[config.mk]
export PLATFORM = sky130hd
export DESIGN_NAME = vme_regbank_n
export DESIGN_NICKNAME = d
export VERILOG_FILES = /design/src/rtl/vme_regbank_n.sv
export SDC_FILE = /design/constraint.sdc
export NUM_CORES = 1
export LEC_CHECK = 0
export ABC_AREA = 1
export CORE_UTILIZATION = 45
export DETAILED_ROUTE_END_ITERATION = 12
export HOLD_SLACK_MARGIN = 0.12
export PLACE_DENSITY = 0.77
export SYNTH_ARGS = -nofsm -noshare
export SYNTH_HDL_FRONTEND = slang
export SYNTH_SLANG_ARGS = --single-unit
[constraint.sdc]
create_clock -name Clk -period 7.1 [get_ports Clk]
set_input_delay 1.42 -clock Clk [delete_from_list [all_inputs] [get_ports Clk]]
set_output_delay 1.42 -clock Clk [all_outputs]
set_load 0.02 [all_outputs]
[src/rtl/vme_regbank_n.sv]
`default_nettype none
// ============================================================================
// Module   : vme_regbank_n
// Purpose  : Parametrised VME-side register bank. NREGS read/write registers
//            behind the VME memory-strobe handshake, with address decode,
//            unmapped-address error flags, per-register write pulses and a
//            pipelined write path taking one request per cycle.
// Revision : 1.0  initial release
// ============================================================================
module vme_regbank_n #(
  parameter int                DATA_W  = 32,
  parameter int                NREGS   = 4,
  parameter int                ADDR_W  = 4,
  parameter logic [DATA_W-1:0] RST_VAL = '0
) (
  input  logic                    Clk,
  input  logic                    Rst,
  input  logic [ADDR_W-1:0]       VMEAddr,
  input  logic [DATA_W-1:0]       VMEWrData,
  input  logic                    VMEWrMem,
  input  logic                    VMERdMem,
  output logic [DATA_W-1:0]       VMERdData,
  output logic                    VMERdDone,
  output logic                    VMEWrDone,
  output logic                    VMERdErr,
  output logic                    VMEWrErr,
  output logic [NREGS*DATA_W-1:0] regs_o,
  output logic [NREGS-1:0]        wr_pulse_o
);

  // Write request captured in the strobe cycle (stage 0 -> stage 1)
  logic              d0_valid;
  logic [ADDR_W-1:0] d0_addr;
  logic [DATA_W-1:0] d0_data;

  // Register storage
  logic [DATA_W-1:0] regs [NREGS];

  // Stage-1 write decode: one-hot register select, empty when unmapped
  logic [NREGS-1:0]  wr_sel;
  logic              wr_hit;

  // Read decode against the current register contents
  logic [DATA_W-1:0] rd_data;
  logic              rd_hit;

  // Capture the write strobe, address and data into the stage-0 register
  always_ff @(posedge Clk or posedge Rst) begin
    if (Rst) begin
      d0_valid <= 1'b0;
      d0_addr  <= '0;
      d0_data  <= '0;
    end else begin
      d0_valid <= VMEWrMem;
      if (VMEWrMem) begin
        d0_addr <= VMEAddr;
        d0_data <= VMEWrData;
      end
    end
  end

  // Full address compare per register, so upper address bits never alias
  always_comb begin
    wr_sel = '0;
    for (int i = 0; i < NREGS; i++) begin
      wr_sel[i] = d0_valid && (d0_addr == ADDR_W'(i));
    end
  end

  assign wr_hit = |wr_sel;

  // Commit the decoded write at the end of stage 1
  always_ff @(posedge Clk or posedge Rst) begin
    if (Rst) begin
      for (int i = 0; i < NREGS; i++) begin
        regs[i] <= RST_VAL;
      end
    end else begin
      for (int i = 0; i < NREGS; i++) begin
        if (wr_sel[i]) begin
          regs[i] <= d0_data;
        end
      end
    end
  end

  // Stage 2: write acknowledge, error and per-register pulse
  always_ff @(posedge Clk or posedge Rst) begin
    if (Rst) begin
      VMEWrDone  <= 1'b0;
      VMEWrErr   <= 1'b0;
      wr_pulse_o <= '0;
    end else begin
      VMEWrDone  <= d0_valid;
      VMEWrErr   <= d0_valid && !wr_hit;
      wr_pulse_o <= wr_sel;
    end
  end

  // Read mux; unmapped addresses return zero and flag a miss
  always_comb begin
    rd_data = '0;
    rd_hit  = 1'b0;
    for (int i = 0; i < NREGS; i++) begin
      if (VMEAddr == ADDR_W'(i)) begin
        rd_data = regs[i];
        rd_hit  = 1'b1;
      end
    end
  end

  // Read acknowledge; data holds until the next read is acknowledged
  always_ff @(posedge Clk or posedge Rst) begin
    if (Rst) begin
      VMERdDone <= 1'b0;
      VMERdErr  <= 1'b0;
      VMERdData <= '0;
    end else begin
      VMERdDone <= VMERdMem;
      VMERdErr  <= VMERdMem && !rd_hit;
      if (VMERdMem) begin
        VMERdData <= rd_data;
      end
    end
  end

  // Flatten the register array onto the user-side bus
  generate
    for (genvar gi = 0; gi < NREGS; gi++) begin : g_regs_o
      assign regs_o[gi*DATA_W +: DATA_W] = regs[gi];
    end
  endgenerate

endmodule
`default_nettype wire

Word level (Yosys, flattened, before mapping)
Cells that the tools add are included.

storage, ports and cells
  logic and storage cells = 38
  input bits = 40
  output and inout bits = 168
  register bits = 205

cells by class
  muxes and demuxes = 8
  reductions and logical operators = 11
  eq/ne operators = 6

operators with widths
  operator                                       number
  two-way mux 32 bit                             4
  == test 4 x 2 -> 1 bit, second input constant  4
  == test 4 x 1 -> 1 bit, second input constant  2
  zero test 4 bit                                2
  logical AND 1 bit                              6
  two-way mux 1 bit                              4
  OR reduction 4 bit                             1
  zero test 1 bit                                2

Logic depth before layout (Yosys ltp)
  depth in word-level cells = 7
  depth in mapped cells = 7

Worst setup path after synthesis
Ideal clock, no wire load.

  path type = input to register
  from = in VMEWrMem
  to = reg d0_addr[2]
  stages = 3
  path buffers = 2
  path slack = 4766 ps
  arrival = 2209 ps
  required time = 6975 ps
  cell sequence = clkbuf_1 > clkbuf_1 > mux2_2

RTL lines
  what                  RTL line  RTL
  from (decl)           20        input logic VMEWrMem,
  to (signal assigned)  56        d0_addr <= VMEAddr;
  to (decl)             33        logic [ADDR_W-1:0] d0_addr;

No word-level cell between the ends.

Worst setup path after layout
  from = in VMEAddr[3]
  to = reg VMERdData[4]

between the ends
  longest elaborated chain between the ends = 5

RTL lines
  what                             RTL line  RTL
  from (decl)                      18        input logic [ADDR_W-1:0] VMEAddr,
  zero test 4 bit                  105       if (VMEAddr == ADDR_W'(i)) begin
  two-way mux 32 bit (3 in a row)  105
  two-way mux 32 bit *             105
  to (signal assigned)             122       VMERdData <= rd_data;
  to (decl)                        22        output logic [DATA_W-1:0] VMERdData,

Every way passes the cells marked *; elsewhere a longest branch is shown, timed or not.
A chain may end at the register's enable or synchronous reset.

==> qor.csv <==
stage;metric;value;unit
status;status;completed;
cts;clock_latency;0.49;ns
place;hpwl;14.12;mm
cts;cts_hold_buf;0;
cts;cts.repair.resized;0;
hold_path;hp-class;reg -> reg;
critical_path;cp.required;7.51;ns
synth;synthCells;953;
pwr;pwr_density_cell;352.1;mW/mm^2
sta;grt_setup_unrepaired;false;
sta;skew;0.01685;ns
layout;finish.utilization;61.38;%
synth;synth_cell_type_count;19;
cts;cts_tree;yes;
routing;viasPerCell;5.384;
place;port_buffers;207;
sta;post-route-min-period;3.318;ns
layout;drive_above_1_share;4.938;%
sta;setup_viol;0;
cts;cts_buffer_depth;3;
critical_path;critPathMaxStageDelay;0.69;ns
sta;hold_violations;0;
cts;cts_setup_buffers;0;
pwr;peakVddDrop;0.2150;mV
sta;maxSlewHeadroom;28.77;%
critical_path;cp_data_arrival_time;3.73;ns
pwr;clockPowerShare;26.4;%
routing;drt_iter0_markers;570;
routing;route.vias.total;7339;
pwr;p_sw_share;33.91;%
sta;fmax;301.4;MHz
routing;wire_per_inst;17.42;microns
synth;synth_compound_area_share;9.511;%
hold_path;whs_path_depth;0;
critical_path;cp_num_buf_inv;3;
layout;n_antenna_cell;0;
critical_path;slowest_stage;buf_4;
die;die_area;0.01950;sq mm
critical_path;cp_max_fo;73;
grt;gr-usage-all-layers;24.59;%
critical_path;r2r.worst_path.cells;5;
synth;syn_nets;993;
pwr;combinationalPowerShare;30.8;%
grt;grt_pass1_wl;37.65;mm
pwr;intPower;2609;uW
layout;fillers;1540;
pwr;pwr-share-seq;42.9;%
pwr;leakage;0.005167;uW
sta;holdWs;0.4192;ns
die;initial_core_util;46.66;%
synth;synth_xor_area_share;0;%
critical_path;worstSetupStartpointType;input port;
die;core;0.01827;sq mm
routing;antenna_left;0;
synth;yosysSeqAreaShare;60.18;%
synth;yosys.area_share.adder;0;%
synth;ys_ff_latch;205;
run;max_cap_viol_count;0;
synth;synth_top_family_by_area;simple AND/OR/NAND/NOR gates;
layout;multi_input_area;0.002851;sq mm
critical_path;path_delay_family;buffers and inverters;
cts;clkSinkCount;205;
routing;drcViolationCount;0;
sta;min_period_over_period;46.73;%
sta;timing.setup.tns;0;ns
layout;nets;1163;
synth;syn_area;0.008524;sq mm
die;fp-row-count;49;
grt;grt_max_degree;145;
critical_path;worstSetupPathType;in -> reg;
synth;synth_simple_gate_area_share;23.35;%
grt;overflow;0;
cts;cts_buffers;21;
routing;drtPass1Iterations;5;
sta;drv_slew;0;
critical_path;crit_chain;clkdlybuf4s50_1, nor2_4, buf_4, buf_4, nand3_1, nand3_1, nor2_1, nor2_1;
cts;htreeDepth;1;
die;die_h;139.6;microns
grt;first_global_vias;6861;
place;routabilityCongestion;0.8269;
die;die_w;139.6;microns
critical_path;cp.depth;8;
layout;area_growth;31.56;%
critical_path;endpoint_kind;flop;
sta;tightest_slew;1.066;ns
layout;register_area;0.005130;sq mm
synth;synth_mux_area_share;0.2642;%
cts;clkTransAtPathRegs;0.06;ns
pwr;p_switching;1339;uW
die;io_pins;208;
routing;routed_wl;23.74;mm
grt;grt_antenna_before_repair;2;
synth;yosysWarnings;0;
cts;root_buffer;clkbuf_16;
synth;avgSynthCellArea;8.945;sq um
## sequential cells by signal, indices dropped and copies added, names as in the netlist, 4 cells and up
name	cells
regs_o	128
VMERdData	32
d0_data	32
d0_addr	4
wr_pulse_o	4
## power groups by stage
stage	combinational, uW	sequential [uW]	clock, uW
CTS	1220	1690	1060
detailed placement	1220	1700	0
global placement	1190	1700	0
finish	1220	1690	1040
global route	1310	1720	1100
floorplan	292	1950	0
## per-stage QoR
| step | total power (uW) | std cells | setup WS (ns) | area [sq um] |
|---|---|---|---|---|
| 2_1_floorplan | 2243 | 953 | 0.08423 | 8524 |
| 3_3_place_gp | 2893 | 1329 | 3.429 | 10580 |
| 3_5_place_dp | 2921 | 1329 | 3.350 | 10580 |
| 4_1_cts | 3969 | 1363 | 3.858 | 11210 |
| 5_1_grt | 4132 | 1363 | 3.653 | 11210 |
| 6_report | 3948 | 1363 | 3.782 | 11210 |
## per-layer routing
metal	part of all wire, %	routed length (microns)	global-route usage (%)	vias to the layer above
li1	-	-	-	3457
met1	43	10090	34.54	3489
met2	47	11120	39.59	341
met3	8.5	2019	4.267	48
met4	2.0	474	6.593	4
met5	0.13	30	0	-
## kinds of logic after synthesis
family | Yosys count
simple gates | 469
flops | 205
compound gates | 162
buf+inv | 115
mux | 2
## worst paths after layout
kind | start | endpoint | slack [ns]
setup / recovery | VMEAddr[3] | VMERdData[4] | 3.78
hold / removal | d0_valid | VMEWrDone | 0.42
setup reg to reg | d0_addr[3] | regs_o[87] | 4.99
hold reg to reg | d0_valid | VMEWrDone | 0.42
max in group asynchronous | Rst | d0_data[17] | 4.18
min in group asynchronous | Rst | wr_pulse_o[1] | 1.56
## placed cells by master, fill, tap and decap left out, drive strengths merged
cell | synthesis | final
nand4 | 1 | 1
nor2 | 103 | 103
bufinv | 0 | 1
clkinv | 0 | 5
mux2 | 2 | 2
clkdlybuf4s50 | 0 | 205
a21oi | 1 | 1
clkbuf | 23 | 28
dfrtp | 205 | 205
nand3 | 162 | 162
buf | 45 | 11
inv | 46 | 46
nand2 | 203 | 203
o21ai | 161 | 161
## layout make-up
cell class                 count  area share [%]
multi-input combinational    633           25.43
timing repair buffer         216           18.99
clock inverter                 6          0.4909
clock buffer                  28           5.188
sequential                   205           45.74
tap                          229           2.555
inverter                      46           1.607
## cell usage after synthesis, drive strengths merged
| cell type | instances | area [sq um] |
|---|---|---|
| dfrtp | 205 | 5130 |
| nand2 | 203 | 762.0 |
| nand3 | 162 | 810.8 |
| o21ai | 161 | 805.8 |
| nor2 | 103 | 411.7 |
| inv | 46 | 172.7 |
| buf | 45 | 272.8 |
| clkbuf | 23 | 116.4 |
| mux2 | 2 | 22.52 |
| a21oi | 1 | 5.000 |
| dlygate4sd1 | 1 | 8.760 |
| nand4 | 1 | 6.260 |
No activity file was read; power rests on OpenSTA's default activity.
